<file path="config.mk">
export PLATFORM = sky130hd
export DESIGN_NAME = flag_cond_eval
export DESIGN_NICKNAME = d
export VERILOG_FILES = /design/src/rtl/flag_cond_eval.sv
export SDC_FILE = /design/constraint.sdc
export NUM_CORES = 1
export LEC_CHECK = 0
export ABC_AREA = 0
export BUFFER_PORTS_ARGS = -buffer_cell sky130_fd_sc_hd__buf_2
export CAP_MARGIN = 20
export CORE_MARGIN = 4
export CORE_UTILIZATION = 53
export CTS_CLUSTER_DIAMETER = 100
export DETAILED_ROUTE_END_ITERATION = 8
export PLACE_DENSITY = 0.79
export SETUP_SLACK_MARGIN = 0.2
export SYNTH_ARGS = -nofsm -noshare
export SYNTH_HDL_FRONTEND = slang
export SYNTH_SLANG_ARGS = --single-unit
</file>
<file path="constraint.sdc">
create_clock -name clk -period 3.9 [get_ports clk]
set_clock_uncertainty 0.05 [all_clocks]
set_input_delay 0.585 -clock clk [delete_from_list [all_inputs] [get_ports clk]]
set_output_delay 0.585 -clock clk [all_outputs]
set_load 0.1 [all_outputs]
</file>
<file path="src/rtl/flag_cond_eval.sv">
// flag_cond_eval: evaluates a 4-bit condition code against a snapshot of the
// 5-bit processor flags (C,L,F,Z,N) and returns a registered taken result
// over a valid/ready response. It also keeps a saturating count of taken
// responses for debug.
//
// Build option: define FLAG_BYPASS_EN to forward a same-cycle flag write
// (flag_wr_en/flag_wr_data) into the snapshot at the request handshake.
// Without it, the snapshot always comes from flags_in.
module flag_cond_eval #(
  parameter int CNT_W = 8
) (
  input  logic             clk,
  input  logic             reset,
  input  logic [4:0]       flags_in,
  input  logic             flag_wr_en,
  input  logic [4:0]       flag_wr_data,
  input  logic             req_valid,
  output logic             req_ready,
  input  logic [3:0]       cond,
  output logic             resp_valid,
  input  logic             resp_ready,
  output logic             taken,
  output logic [CNT_W-1:0] taken_count
);

  typedef enum logic [1:0] {
    IDLE = 2'd0,
    EVAL = 2'd1,
    RESP = 2'd2
  } state_t;

  // Flag bit positions inside the 5-bit flags word.
  localparam int FLAG_C = 0;
  localparam int FLAG_L = 1;
  localparam int FLAG_F = 2;
  localparam int FLAG_Z = 3;
  localparam int FLAG_N = 4;

  localparam logic [CNT_W-1:0] CNT_MAX = {CNT_W{1'b1}};

  state_t           state_q, state_d;
  logic [3:0]       cond_q;
  logic [4:0]       snap_q;
  logic             taken_q;
  logic [CNT_W-1:0] count_q;
  logic             req_fire;
  logic             resp_fire;
  logic [4:0]       snap_src;
  logic             eval_result;

  // Flag snapshot source: optionally forward a write landing this same cycle.
`ifdef FLAG_BYPASS_EN
  assign snap_src = flag_wr_en ? flag_wr_data : flags_in;
`else
  assign snap_src = flags_in;
`endif

  // State register; an asserted reset drops any in-flight request.
  always_ff @(posedge clk or posedge reset) begin
    // NOTE: clocked state uses non-blocking (<=) so every register samples
    // pre-edge values regardless of statement order.
    if (reset) state_q <= IDLE;
    else       state_q <= state_d;
  end

  // Next-state and handshake outputs decoded from the current state.
  always_comb begin
    // NOTE: every output of this block is given a default first, so no path
    // leaves a signal unassigned and no latch is inferred.
    state_d    = state_q;
    req_ready  = 1'b0;
    resp_valid = 1'b0;
    req_fire   = 1'b0;
    resp_fire  = 1'b0;
    case (state_q)
      IDLE: begin
        req_ready = 1'b1;
        req_fire  = req_valid;
        if (req_valid) state_d = EVAL;
      end
      EVAL: begin
        state_d = RESP;
      end
      RESP: begin
        resp_valid = 1'b1;
        resp_fire  = resp_ready;
        if (resp_ready) state_d = IDLE;
      end
      default: begin
        state_d = IDLE;
      end
    endcase
  end

  // Condition decode against the captured snapshot.
  always_comb begin
    eval_result = 1'b0;
    case (cond_q)
      4'd0:  eval_result =  snap_q[FLAG_Z];
      4'd1:  eval_result = !snap_q[FLAG_Z];
      4'd2:  eval_result =  snap_q[FLAG_C];
      4'd3:  eval_result = !snap_q[FLAG_C];
      4'd4:  eval_result =  snap_q[FLAG_L];
      4'd5:  eval_result = !snap_q[FLAG_L];
      4'd6:  eval_result =  snap_q[FLAG_N];
      4'd7:  eval_result = !snap_q[FLAG_N];
      4'd8:  eval_result =  snap_q[FLAG_F];
      4'd9:  eval_result = !snap_q[FLAG_F];
      4'd10: eval_result = !snap_q[FLAG_L] && !snap_q[FLAG_Z];
      4'd11: eval_result =  snap_q[FLAG_L] ||  snap_q[FLAG_Z];
      4'd12: eval_result = !snap_q[FLAG_N] && !snap_q[FLAG_Z];
      4'd13: eval_result =  snap_q[FLAG_N] ||  snap_q[FLAG_Z];
      4'd14: eval_result = 1'b1;
      4'd15: eval_result = 1'b0;
      default: eval_result = 1'b0;
    endcase
  end

  // Request capture, result register and saturating taken counter.
  always_ff @(posedge clk or posedge reset) begin
    if (reset) begin
      cond_q  <= '0;
      snap_q  <= '0;
      taken_q <= 1'b0;
      count_q <= '0;
    end else begin
      if (req_fire) begin
        cond_q <= cond;
        snap_q <= snap_src;
      end
      // taken only changes in EVAL, so it is stable for the whole RESP phase.
      if (state_q == EVAL) taken_q <= eval_result;
      if (resp_fire && taken_q && (count_q != CNT_MAX)) begin
        count_q <= count_q + CNT_W'(1);
      end
    end
  end

  assign taken       = taken_q;
  assign taken_count = count_q;

endmodule

</file>
==> results of run 1 <==
-- worst max-delay path, stage by stage, from the launching register on --
cell                      delay [ns]
sky130_fd_sc_hd__dfrtp_1        0.43
sky130_fd_sc_hd__nor2b_4        0.17
sky130_fd_sc_hd__buf_2          0.45
-- flip-flops by register name, summed over array words and instances, names as in the netlist --
name	count
state_q	2
taken_count	8
taken	1
snap_q	5
cond_q	4
-- area by class of cell --
| cell class | instances | area [um^2] | area share, % |
|---|---|---|---|
| multi-input combinational | 64 | 478 | 40.2 |
| sequential | 20 | 500 | 42.1 |
| clock buffer | 3 | 22.5 | 1.89 |
| clock inverter | 1 | 30.0 | 2.53 |
| timing repair buffer | 23 | 115 | 9.68 |
| tap | 25 | 31.3 | 2.63 |
| inverter | 3 | 11.3 | 0.947 |
-- cell usage in the layout (no fill, tap or decap), types with 2 or more instances in the layout --
cell / n
sky130_fd_sc_hd__a31oi_1: 2
sky130_fd_sc_hd__buf_2: 23
sky130_fd_sc_hd__clkbuf_4: 3
sky130_fd_sc_hd__dfrtp_1: 20
sky130_fd_sc_hd__inv_1: 2
sky130_fd_sc_hd__mux2_2: 7
sky130_fd_sc_hd__nand2_1: 6
sky130_fd_sc_hd__nand3_1: 5
sky130_fd_sc_hd__nand3b_1: 2
sky130_fd_sc_hd__nand4_1: 4
sky130_fd_sc_hd__nor2_1: 4
sky130_fd_sc_hd__nor2_2: 2
sky130_fd_sc_hd__o21ai_0: 5
sky130_fd_sc_hd__xnor2_1: 6
sky130_fd_sc_hd__xor2_1: 2
-- how the worst min path moves through the flow --
stage                   start             end  slack [ns]  cells after the start
5_1_grt                 reset       cond_q[3]        0.38                      2
3_3_place_gp   taken_count[7]  taken_count[7]        0.43                      1
3_5_place_dp        snap_q[2]       snap_q[2]        0.46                      1
2_1_floorplan       snap_q[2]       snap_q[2]        0.43                      1
6_report                reset       snap_q[3]        0.33                      2
4_1_cts                 reset       snap_q[3]        0.35                      2
-- power by group --
group	switching [W]	internal [W]	total (W)
logic	0.000373	0.000163	0.000536
clock network	0.0000668	0.000104	0.000171
registers	0.000117	0.000285	0.000402
-- stage by stage --
stage	power [W]	setup slack (ns)	hold slack, ns
after global routing	0.00117	1.86	0.379
final	0.00111	1.92	0.331
after global placement	0.000918	2.27	0.432
after CTS	0.00111	1.90	0.349
after floorplan	0.000847	1.26	0.430
after detailed placement	0.000940	2.25	0.458
-- cells by family (layout without fill, tap and decap cells) --
logic type | Yosys count | in the layout | share of synthesized area (%)
AO/OA/AOI/OAI | 14 | 14 | 10.3
AND/OR/NAND/NOR | 32 | 32 | 19.0
buffers and inverters | 6 | 30 | 2.74
XOR/XNOR | 8 | 8 | 6.97
adder cells (fa/ha/maj) | 1 | 1 | 1.24
flip-flops | 20 | 20 | 49.8
multiplexers | 9 | 9 | 9.95
-- metal layers --
| layer | vias up | global-route usage [%] | wire, um |
|---|---|---|---|
| li1 | 379 | - | - |
| met1 | 398 | 18.0 | 768 |
| met2 | 29 | 32.4 | 1030 |
| met3 | 4 | 6.02 | 138 |
| met4 | 0 | 5.24 | 23 |
| met5 | - | 0 | 0 |
==> out/summary.txt, run 1 <==
DETAILED ROUTING
------------------------------------------------------------------------------------------
First-pass iteration count of the detailed router ...........................            4
Overall via count from detail_route .........................................          810
Remaining antenna violation count ...........................................            0
Iter 0 DRT Violations .......................................................           11
Wire length per cell ........................................................      14.1 um
Ratio of routed vias to standard cells ......................................         5.83
Detailed Route WL ...........................................................      1960 um
DRC Markers .................................................................            0

PLACE
------------------------------------------------------------------------------------------
Cell area after placement ...................................................    1140 um^2
Final HPWL DP ...............................................................      1470 um
RD Place Congestion .........................................................        0.811
Placed cell count ...........................................................          135
Number of I/O port buffers ..................................................           23

GLOBAL ROUTE
------------------------------------------------------------------------------------------
Maximum number of pins on one net before global-route repair ................           21
Antenna violations before repair ............................................            0
First-pass GRT wire length ..................................................      3430 um
Global-route usage over all layers ..........................................        17.3%
Vias in the first global route ..............................................          833
Overflow after GRT ..........................................................            0

SYNTH
------------------------------------------------------------------------------------------
Synthesized area per cell ...................................................    11.2 um^2
Share of async-settable or async-resettable flops after synthesis ...........         100%
Top cell type's share of synthesized area ...................................        49.8%
Sequential area share after synthesis .......................................        49.8%
Net Count, Synth ............................................................          110
Library cell occupying the most area in the post-synthesis netlist .......... sky130_fd_sc_hd__dfrtp_1
Number of synthesized flops with an enable pin ..............................            0
Synth top area cells ........................................................ sky130_fd_sc_hd__dfrtp_1 (50%), sky130_fd_sc_hd__mux2_2 (7.8%), sky130_fd_sc_hd__xnor2_1 (5.2%), sky130_fd_sc_hd__nand3_1 (2.5%), sky130_fd_sc_hd__nand4_1 (2.5%)
Post-Synthesis Cell Area ....................................................    1010 um^2
Yosys reg bits ..............................................................           20
Instance count of the mapped netlist ........................................           90
Count of warnings emitted by yosys ..........................................            0
Top FF cell, synth .......................................................... sky130_fd_sc_hd__dfrtp_1
Number of library cell types mapped by synthesis ............................           36
Synth top cells by count .................................................... sky130_fd_sc_hd__dfrtp_1 (20), sky130_fd_sc_hd__mux2_2 (7), sky130_fd_sc_hd__nand2_1 (6), sky130_fd_sc_hd__xnor2_1 (6)
Most common cell in the netlist ............................................. sky130_fd_sc_hd__dfrtp_1

CTS
------------------------------------------------------------------------------------------
CTS H-tree lvls .............................................................            1
Clock edge transition at the registers on the reported setup and hold paths .      0.12 ns
# clock sinks ...............................................................           20
CTS buffer count ............................................................            3
Post-CTS repair timing setup buffer count ...................................            0
Number of buffers on the longest clock path .................................            2
Post-cts sizing count .......................................................            0
Clock latency of the later-clocked register in the worst-skew pair ..........      0.31 ns
Hold_buf cts ................................................................            0
TritonCTS clock tree ........................................................        built
Cell at the root of the clock tree .......................................... sky130_fd_sc_hd__clkbuf_4

CRITICAL PATH
------------------------------------------------------------------------------------------
Crit path from ..............................................................   state_q[0]
R2r startpoint .............................................................. taken_count[0]
Worst Reg-to-Reg Cells ......................................................            6
Maximum net fanout on the critical path .....................................            4
Worst setup path endpoint ...................................................   resp_valid
Endpoint kind of the worst setup timing path ................................  output port
Endpoint arrival time on the critical path ..................................      1.35 ns
Startpoint-to-endpoint class of the critical path ...........................   reg -> out
Register-to-register path setup slack .......................................      2.34 ns
CP Data Required Time .......................................................      3.26 ns
CP Launch Type ..............................................................    flip-flop
Destination of the worst register-to-register timing path ................... taken_count[5]

POWER
------------------------------------------------------------------------------------------
Peak VDD IR .................................................................   0.000484 V
Total leakage power .........................................................     0.560 nW
Pwr per Cell Area ...........................................................  933 nW/um^2

TIMING
------------------------------------------------------------------------------------------
Number of setup violations in the final report ..............................            0
Fmax ........................................................................      504 MHz
Count of pins over their slew limit .........................................            0
Normalized max-slew margin ..................................................        49.9%
Minimum clock period ........................................................      1.98 ns
Hold Violations, Final ......................................................            0
Worst-Margin Slew ...........................................................     0.750 ns
Setup repair after global routing missed its margin .........................        false
Setup_tns ...................................................................         0 ns
Fraction of the cycle the final worst path needs ............................        50.9%

FLOORPLANNING
------------------------------------------------------------------------------------------
Core Footprint ..............................................................    1760 um^2
Vertical die dimension ......................................................      51.6 um
Top-Level Pins ..............................................................           30
Area enclosed by the die boundary ...........................................    2660 um^2
Chip Width ..................................................................      51.6 um
Initial Utilization .........................................................        57.0%
Num rows ....................................................................           15

FINISH
------------------------------------------------------------------------------------------
Area Growth Syn to Fin ......................................................        18.2%
Total Nets Final ............................................................          135
Design Area, Final ..........................................................    1190 um^2
Fillcell total ..............................................................          168
Share of cells above drive strength 1 .......................................        35.1%
Non-filler instance count after layout ......................................          139
# diodes ....................................................................            0
Final Core Density ..........................................................        67.4%

WORST HOLD PATH
------------------------------------------------------------------------------------------
Path class of the lowest-slack min-delay path ...............................  in -> async

RUN
------------------------------------------------------------------------------------------
Number of max-cap violations ................................................            0

STATUS
------------------------------------------------------------------------------------------
Run status ..................................................................    completed

No activity file was read; power rests on OpenSTA's default activity.
==> run 2: changes to the inputs <==
--- a/config.mk
+++ b/config.mk
@@ -9,10 +9,10 @@
 export BUFFER_PORTS_ARGS = -buffer_cell sky130_fd_sc_hd__buf_2
 export CAP_MARGIN = 20
 export CORE_MARGIN = 4
-export CORE_UTILIZATION = 53
+export CORE_UTILIZATION = 49
 export CTS_CLUSTER_DIAMETER = 100
 export DETAILED_ROUTE_END_ITERATION = 8
-export PLACE_DENSITY = 0.79
+export PLACE_DENSITY = 0.73
 export SETUP_SLACK_MARGIN = 0.2
 export SYNTH_ARGS = -nofsm -noshare
 export SYNTH_HDL_FRONTEND = slang
==> constraint.sdc (replaced) <==
create_clock -name clk -period 2 [get_ports clk]
set_clock_uncertainty 0.05 [all_clocks]
set_input_delay 0.3 -clock clk [delete_from_list [all_inputs] [get_ports clk]]
set_output_delay 0.3 -clock clk [all_outputs]
set_load 0.1 [all_outputs]
==> run 2 against run 1 <==
Cell count up 2.9%. Combinational power rose by 100%. Clock power grew 95%. Largest cell class unchanged.
==> out/summary.txt, run 2 (synthesis gave the netlist of run 1 again) <==
POWER
------------------------------------------------------------------------------------------
Peak VDD IR .................................................................    0.00103 V   was 0.000484 V
Total leakage power .........................................................     0.561 nW   was 0.560 nW
Pwr per Cell Area ........................................................... 1780 nW/um^2   was 933 nW/um^2

FINISH
------------------------------------------------------------------------------------------
Most common library cell in the layout ignoring fill and taps ............... sky130_fd_sc_hd__buf_2   unchanged
Area Growth Syn to Fin ......................................................        23.3%   was 18.2%
Flip-flop count of the largest register, all copies and words added .........            8   unchanged
Commonest cells after routing, fill and taps aside .......................... sky130_fd_sc_hd__buf_2 (23), sky130_fd_sc_hd__dfrtp_1 (12), sky130_fd_sc_hd__dfrtp_2 (8)   was sky130_fd_sc_hd__buf_2 (23), sky130_fd_sc_hd__dfrtp_1 (20), sky130_fd_sc_hd__mux2_2 (7)
Total Nets Final ............................................................          137   was 135
Share of cells above drive strength 1 .......................................        44.0%   was 35.1%
# diodes ....................................................................            0   unchanged

CTS
------------------------------------------------------------------------------------------
CTS H-tree lvls .............................................................            1   unchanged
Post-CTS repair timing setup buffer count ...................................            0   unchanged
Cell at the root of the clock tree .......................................... sky130_fd_sc_hd__clkbuf_4   unchanged
TritonCTS clock tree ........................................................        built   unchanged
Post-cts sizing count .......................................................            0   unchanged
CTS buffer count ............................................................            3   unchanged
Number of buffers on the longest clock path .................................            2   unchanged
# clock sinks ...............................................................           20   unchanged
Hold_buf cts ................................................................            1   was 0
Clock edge transition at the registers on the reported setup and hold paths .      0.11 ns   was 0.12 ns
Clock latency of the later-clocked register in the worst-skew pair ..........      0.31 ns   about the same

TIMING
------------------------------------------------------------------------------------------
Setup repair after global routing missed its margin .........................        false   unchanged
Count of pins over their slew limit .........................................            0   unchanged
Setup_tns ...................................................................         0 ns   unchanged
Minimum clock period ........................................................      1.76 ns
Number of setup violations in the final report ..............................            0   unchanged
Hold Violations, Final ......................................................            0   unchanged
Normalized max-slew margin ..................................................        68.0%   was 49.9%
Fraction of the cycle the final worst path needs ............................        87.9%
Crit path setup slack, layout ...............................................     0.241 ns   was 1.92 ns
Fmax ........................................................................      569 MHz
Worst-Margin Slew ...........................................................     0.479 ns   was 0.750 ns

CRITICAL PATH
------------------------------------------------------------------------------------------
CP Launch Type ..............................................................    flip-flop   unchanged
Worst Reg-to-Reg Cells ......................................................            6   unchanged
Top Family by Delay on Critical Path ........................................ buffers and inverters   unchanged
Worst path max stage delay ..................................................      0.45 ns   about the same
Number of buffer and inverter instances along the worst setup path ..........            1   unchanged
Destination of the worst register-to-register timing path ................... taken_count[5]   unchanged
Register-to-register path setup slack .......................................      0.40 ns   was 2.34 ns
Startpoint-to-endpoint class of the critical path ...........................   reg -> out   unchanged
Max stage delay cell, worst path ............................................ sky130_fd_sc_hd__buf_2   unchanged
Maximum net fanout on the critical path .....................................            4   unchanged
Sequence of cells on the critical path ...................................... nor2b_4 > buf_2   unchanged
R2r startpoint .............................................................. taken_count[0]   unchanged
CP Data Required Time .......................................................      1.65 ns   was 3.26 ns
Endpoint kind of the worst setup timing path ................................  output port   unchanged
Endpoint arrival time on the critical path ..................................      1.41 ns   was 1.35 ns

DETAILED ROUTING
------------------------------------------------------------------------------------------
Iter 0 DRT Violations .......................................................           15   was 11
Overall via count from detail_route .........................................          795   was 810
DRC Markers .................................................................            0   unchanged
Detailed Route WL ...........................................................      2010 um   was 1960 um
Remaining antenna violation count ...........................................            0   unchanged
First-pass iteration count of the detailed router ...........................            7   was 4
Wire length per cell ........................................................      14.0 um   was 14.1 um
Ratio of routed vias to standard cells ......................................         5.56   was 5.83

PLACE
------------------------------------------------------------------------------------------
Pre-CTS setup slack .........................................................     0.428 ns   was 2.25 ns
Final HPWL DP ...............................................................      1560 um   was 1470 um
Number of I/O port buffers ..................................................           23   unchanged
RD Place Congestion .........................................................        0.744   was 0.811

GLOBAL ROUTE
------------------------------------------------------------------------------------------
Vias in the first global route ..............................................          816   was 833
Antenna violations before repair ............................................            0   unchanged
Maximum number of pins on one net before global-route repair ................           14   was 21
Overflow after GRT ..........................................................            0   unchanged
First-pass GRT wire length ..................................................      3480 um   was 3430 um
Global-route usage over all layers ..........................................        16.8%   was 17.3%

WORST HOLD PATH
------------------------------------------------------------------------------------------
Worst Hold Launch ...........................................................      cond[1]
Number of cells on the worst hold path ......................................            3
Worst Hold End ..............................................................    cond_q[1]
Path class of the lowest-slack min-delay path ...............................    in -> reg   was in -> async

FLOORPLANNING
------------------------------------------------------------------------------------------
Num rows ....................................................................           16   was 15
Top-Level Pins ..............................................................           30   unchanged
Area enclosed by the die boundary ...........................................    2840 um^2   was 2660 um^2
Initial Utilization .........................................................        51.3%   was 57.0%
Core Footprint ..............................................................    1960 um^2   was 1760 um^2
Vertical die dimension ......................................................      53.3 um   was 51.6 um
Chip Width ..................................................................      53.3 um   was 51.6 um

STATUS
------------------------------------------------------------------------------------------
Run status ..................................................................    completed   unchanged

RUN
------------------------------------------------------------------------------------------
Number of max-cap violations ................................................            0   unchanged

run 2: stage by stage:
stage	total power (W)	hold slack (ns)	std cells	utilization [%]	cell area (um^2)
5_1_grt	0.00233	0.155	143	63.2	1240
3_3_place_gp	0.00184	0.297	138	60.0	1180
2_1_floorplan	0.00170	0.213	90	-	1040
4_1_cts	0.00221	0.136	143	63.2	1240
6_report	0.00220	0.141	143	63.2	1240
3_5_place_dp	0.00187	0.294	138	60.0	1180
run 2: cell type report:
class / instances / area, um^2
fillers: 175 / 722
flip-flops and latches: 20 / 510
multi-input cells: 64 / 499
repair buffers: 25 / 133
well taps: 27 / 33.8
clock inverters: 1 / 30.0
clock buffers: 3 / 22.5
inverters: 3 / 11.3
run 2: worst max path at each step:
stage,start,to,cells past startpoint
after floorplan,state_q[1],taken_count[5],5
after global placement,taken_count[0],taken_count[5],6
after detailed placement,taken_count[0],taken_count[5],6
after CTS,state_q[1],resp_valid,2
after global routing,state_q[1],resp_valid,2
final,state_q[1],resp_valid,2
run 2: report_power, final:
part	switching (W)	internal [W]	leakage [nW]
registers	0.000232	0.000562	0.238
clock network	0.000132	0.000203	0.0279
logic	0.000736	0.000337	0.295
total	0.00110	0.00110	0.561
run 2: routing by layer:
| metal | part of all wire [%] | global-route usage (%) |
|---|---|---|
| met5 | 0 | 0 |
| met4 | 1.6 | 6.38 |
| met3 | 5.1 | 2.54 |
| met2 | 50 | 29.6 |
| met1 | 43 | 20.1 |
run 2: worst register-to-register path, delay by kind of cell (launching register included):
family	cells	cell delay, ns
adder cells (fa/ha/maj)	1	0.25
AND/OR/NAND/NOR	3	0.44
XOR/XNOR	1	0.14
flip-flops	1	0.45
AO/OA/AOI/OAI	1	0.16
==> run 3: changes to the inputs <==
--- a/config.mk
+++ b/config.mk
@@ -9,11 +9,13 @@
 export BUFFER_PORTS_ARGS = -buffer_cell sky130_fd_sc_hd__buf_2
 export CAP_MARGIN = 20
 export CORE_MARGIN = 4
-export CORE_UTILIZATION = 49
+export CORE_UTILIZATION = 53
 export CTS_CLUSTER_DIAMETER = 100
 export DETAILED_ROUTE_END_ITERATION = 8
-export PLACE_DENSITY = 0.73
+export GPL_TIMING_DRIVEN = 0
+export PLACE_DENSITY = 0.79
 export SETUP_SLACK_MARGIN = 0.2
+export SLEW_MARGIN = 20
 export SYNTH_ARGS = -nofsm -noshare
 export SYNTH_HDL_FRONTEND = slang
 export SYNTH_SLANG_ARGS = --single-unit
==> constraint.sdc (replaced) <==
create_clock -name clk -period 2.2 [get_ports clk]
set_clock_uncertainty 0.05 [all_clocks]
set_input_delay 0.33 -clock clk [delete_from_list [all_inputs] [get_ports clk]]
set_output_delay 0.33 -clock clk [all_outputs]
set_load 0.1 [all_outputs]
==> run 3 against run 2 <==
Global-route usage shrank 0.16 points. Cell count shrank 0.70%. Sequential cell count is the same. Routed wire length shrank 5.0%. Critical path depth unchanged. Combinational power shrank 5%. Power shrank 13%.
==> out/summary.txt, run 3 (synthesis gave the netlist of run 1 again) <==
TIMING
------------------------------------------------------------------------------------------
Count of pins over their slew limit .........................................            0   unchanged
Number of setup violations in the final report ..............................            0   unchanged
Fmax ........................................................................      568 MHz
Minimum clock period ........................................................      1.76 ns
Worst-Margin Slew ...........................................................     0.741 ns   was 0.479 ns
Fraction of the cycle the final worst path needs ............................        80.0%
Normalized max-slew margin ..................................................        50.6%   was 68.0%
Hold Violations, Final ......................................................            0   unchanged
Setup_tns ...................................................................         0 ns   unchanged
Setup repair after global routing missed its margin .........................        false   unchanged

DETAILED ROUTING
------------------------------------------------------------------------------------------
Ratio of routed vias to standard cells ......................................         5.42   was 5.56
Wire length per cell ........................................................      13.4 um   was 14.0 um
Overall via count from detail_route .........................................          770   was 795
Iter 0 DRT Violations .......................................................           12   was 15
First-pass iteration count of the detailed router ...........................            4   was 7
DRC Markers .................................................................            0   unchanged
Detailed Route WL ...........................................................      1900 um   was 2010 um
Remaining antenna violation count ...........................................            0   unchanged

CTS
------------------------------------------------------------------------------------------
Cell at the root of the clock tree .......................................... sky130_fd_sc_hd__clkbuf_4   unchanged
CTS H-tree lvls .............................................................            1   unchanged
Hold_buf cts ................................................................            0   was 1
Number of buffers on the longest clock path .................................            2   unchanged
Clock latency of the later-clocked register in the worst-skew pair ..........      0.30 ns   was 0.31 ns
# clock sinks ...............................................................           20   unchanged
Post-CTS repair timing setup buffer count ...................................            0   unchanged
CTS buffer count ............................................................            3   unchanged
Clock edge transition at the registers on the reported setup and hold paths .      0.11 ns   about the same
Post-cts sizing count .......................................................            0   unchanged
TritonCTS clock tree ........................................................        built   unchanged

FLOORPLANNING
------------------------------------------------------------------------------------------
Core Footprint ..............................................................    1760 um^2   was 1960 um^2
Num rows ....................................................................           15   was 16
Top-Level Pins ..............................................................           30   unchanged
Vertical die dimension ......................................................      51.6 um   was 53.3 um
Chip Width ..................................................................      51.6 um   was 53.3 um
Area enclosed by the die boundary ...........................................    2660 um^2   was 2840 um^2
Initial Utilization .........................................................        57.0%   was 51.3%

FINISH
------------------------------------------------------------------------------------------
Area Growth Syn to Fin ......................................................        19.2%   was 23.3%
Share of cells above drive strength 1 .......................................        38.5%   was 44.0%
Total Nets Final ............................................................          138   was 137
Non-filler instance count after layout ......................................          142   was 143
# diodes ....................................................................            0   unchanged
Flip-flop count of the largest register, all copies and words added .........            8   unchanged
Design Area, Final ..........................................................    1200 um^2   was 1240 um^2
Commonest cells after routing, fill and taps aside .......................... sky130_fd_sc_hd__buf_2 (24), sky130_fd_sc_hd__dfrtp_1 (18), sky130_fd_sc_hd__mux2_2 (7)   was sky130_fd_sc_hd__buf_2 (23), sky130_fd_sc_hd__dfrtp_1 (12), sky130_fd_sc_hd__dfrtp_2 (8)
Fillcell total ..............................................................          164   was 175
Most common library cell in the layout ignoring fill and taps ............... sky130_fd_sc_hd__buf_2   unchanged

STATUS
------------------------------------------------------------------------------------------
Run status ..................................................................    completed   unchanged

CRITICAL PATH
------------------------------------------------------------------------------------------
Max stage delay cell, worst path ............................................ sky130_fd_sc_hd__buf_2   unchanged
CP Data Required Time .......................................................      1.82 ns   was 1.65 ns
R2r startpoint .............................................................. taken_count[0]   unchanged
Number of buffer and inverter instances along the worst setup path ..........            1   unchanged
Crit path from ..............................................................   state_q[1]   unchanged
Worst path max stage delay ..................................................      0.44 ns   was 0.45 ns
Maximum net fanout on the critical path .....................................            4   unchanged
Startpoint-to-endpoint class of the critical path ...........................   reg -> out   unchanged
Top Family by Delay on Critical Path ........................................ buffers and inverters   unchanged
CP Launch Type ..............................................................    flip-flop   unchanged
Endpoint arrival time on the critical path ..................................      1.38 ns   was 1.41 ns
Sequence of cells on the critical path ...................................... nor2b_4 > buf_2   unchanged
Endpoint kind of the worst setup timing path ................................  output port   unchanged

POWER
------------------------------------------------------------------------------------------
Pwr per Cell Area ........................................................... 1590 nW/um^2   was 1780 nW/um^2
Cell internal pwr ...........................................................   0.000924 W   was 0.00110 W
Peak VDD IR .................................................................   0.000853 V   was 0.00103 V
Overall power consumption ...................................................    0.00191 W   was 0.00220 W
Net switching power figure ..................................................   0.000984 W   was 0.00110 W
Sw Ratio ....................................................................        51.6%   was 49.9%
Total leakage power .........................................................     0.563 nW   was 0.561 nW
Clock share of power ........................................................        11.2%   was 15.2%
Relative contribution of sequential cells to total power ....................        35.3%   was 36.1%
Combinational Power Share ...................................................        53.5%   was 48.8%

GLOBAL ROUTE
------------------------------------------------------------------------------------------
Antenna violations before repair ............................................            0   unchanged
Vias in the first global route ..............................................          744   was 816
First-pass GRT wire length ..................................................      3300 um   was 3480 um
Overflow after GRT ..........................................................            0   unchanged
Maximum number of pins on one net before global-route repair ................           21   was 14
Global-route usage over all layers ..........................................        16.6%   was 16.8%

RUN
------------------------------------------------------------------------------------------
Number of max-cap violations ................................................            0   unchanged

WORST HOLD PATH
------------------------------------------------------------------------------------------
Path class of the lowest-slack min-delay path ...............................  in -> async   was in -> reg

PLACE
------------------------------------------------------------------------------------------
Final HPWL DP ...............................................................      1440 um   was 1560 um
RD Place Congestion .........................................................        0.794   was 0.744
Placed cell count ...........................................................          138   unchanged
Number of I/O port buffers ..................................................           23   unchanged
Cell area after placement ...................................................    1160 um^2   was 1180 um^2

[run 3: cell count changes in the layout (fill, tap and decap cells not counted)]
cell,before,now
sky130_fd_sc_hd__and2_1,0,1
sky130_fd_sc_hd__and2_4,1,0
sky130_fd_sc_hd__buf_2,23,24
sky130_fd_sc_hd__bufinv_16,1,0
sky130_fd_sc_hd__clkbuf_1,0,1
sky130_fd_sc_hd__clkbuf_8,0,1
sky130_fd_sc_hd__dfrtp_1,12,18
sky130_fd_sc_hd__dfrtp_2,8,2
sky130_fd_sc_hd__dlygate4sd3_1,1,0
sky130_fd_sc_hd__o2111ai_2,0,1
sky130_fd_sc_hd__o2111ai_4,1,0
[run 3: metal layers]
layer / up-vias / GRT usage (%) / wire length, um
met2: 22 / 25.2 / 834
met4: 0 / 9.17 / 56
li1: 380 / - / -
met1: 361 / 21.7 / 922
met3: 7 / 4.01 / 91
met5: - / 0 / 0
[run 3: worst paths after layout]
| check | end | slack (ns) | cells past startpoint |
|---|---|---|---|
| max | resp_valid | 0.44 | 2 |
| min | snap_q[2] | 0.08 | 2 |
| max reg2reg | taken_count[5] | 0.63 | 6 |
| min reg2reg | taken_count[7] | 0.46 | 1 |
| max in group asynchronous | taken_count[0] | 1.51 | 2 |
| min in group clk | cond_q[1] | 0.17 | 3 |
[run 3: layout make-up]
| type | instances | area (um^2) | area share (%) |
|---|---|---|---|
| inverters | 3 | 11.3 | 0.939 |
| well taps | 25 | 31.3 | 2.61 |
| clock buffers | 4 | 36.3 | 3.03 |
| repair buffers | 23 | 115 | 9.60 |
| flip-flops and latches | 20 | 503 | 42.0 |
| plain buffers | 3 | 16.3 | 1.36 |
| multi-input cells | 64 | 485 | 40.5 |
[run 3: power groups by stage]
stage | registers, W | logic, W | clock network, W
2_1_floorplan | 0.000926 | 0.000594 | 0
6_report | 0.000673 | 0.00102 | 0.000214
5_1_grt | 0.000697 | 0.00109 | 0.000241
4_1_cts | 0.000672 | 0.00103 | 0.000223
3_5_place_dp | 0.000681 | 0.00102 | 0
3_3_place_gp | 0.000668 | 0.00100 | 0
[run 3: per-stage QoR]
step                setup WS (ns)  utilization [%]  hold WS [ns]
finish                      0.441             67.9        0.0792
global route                0.361             67.9         0.117
CTS                         0.430             67.9        0.0983
detailed placement          0.646             65.9         0.438
global placement            0.665             65.9         0.431
floorplan                   0.231                -         0.244
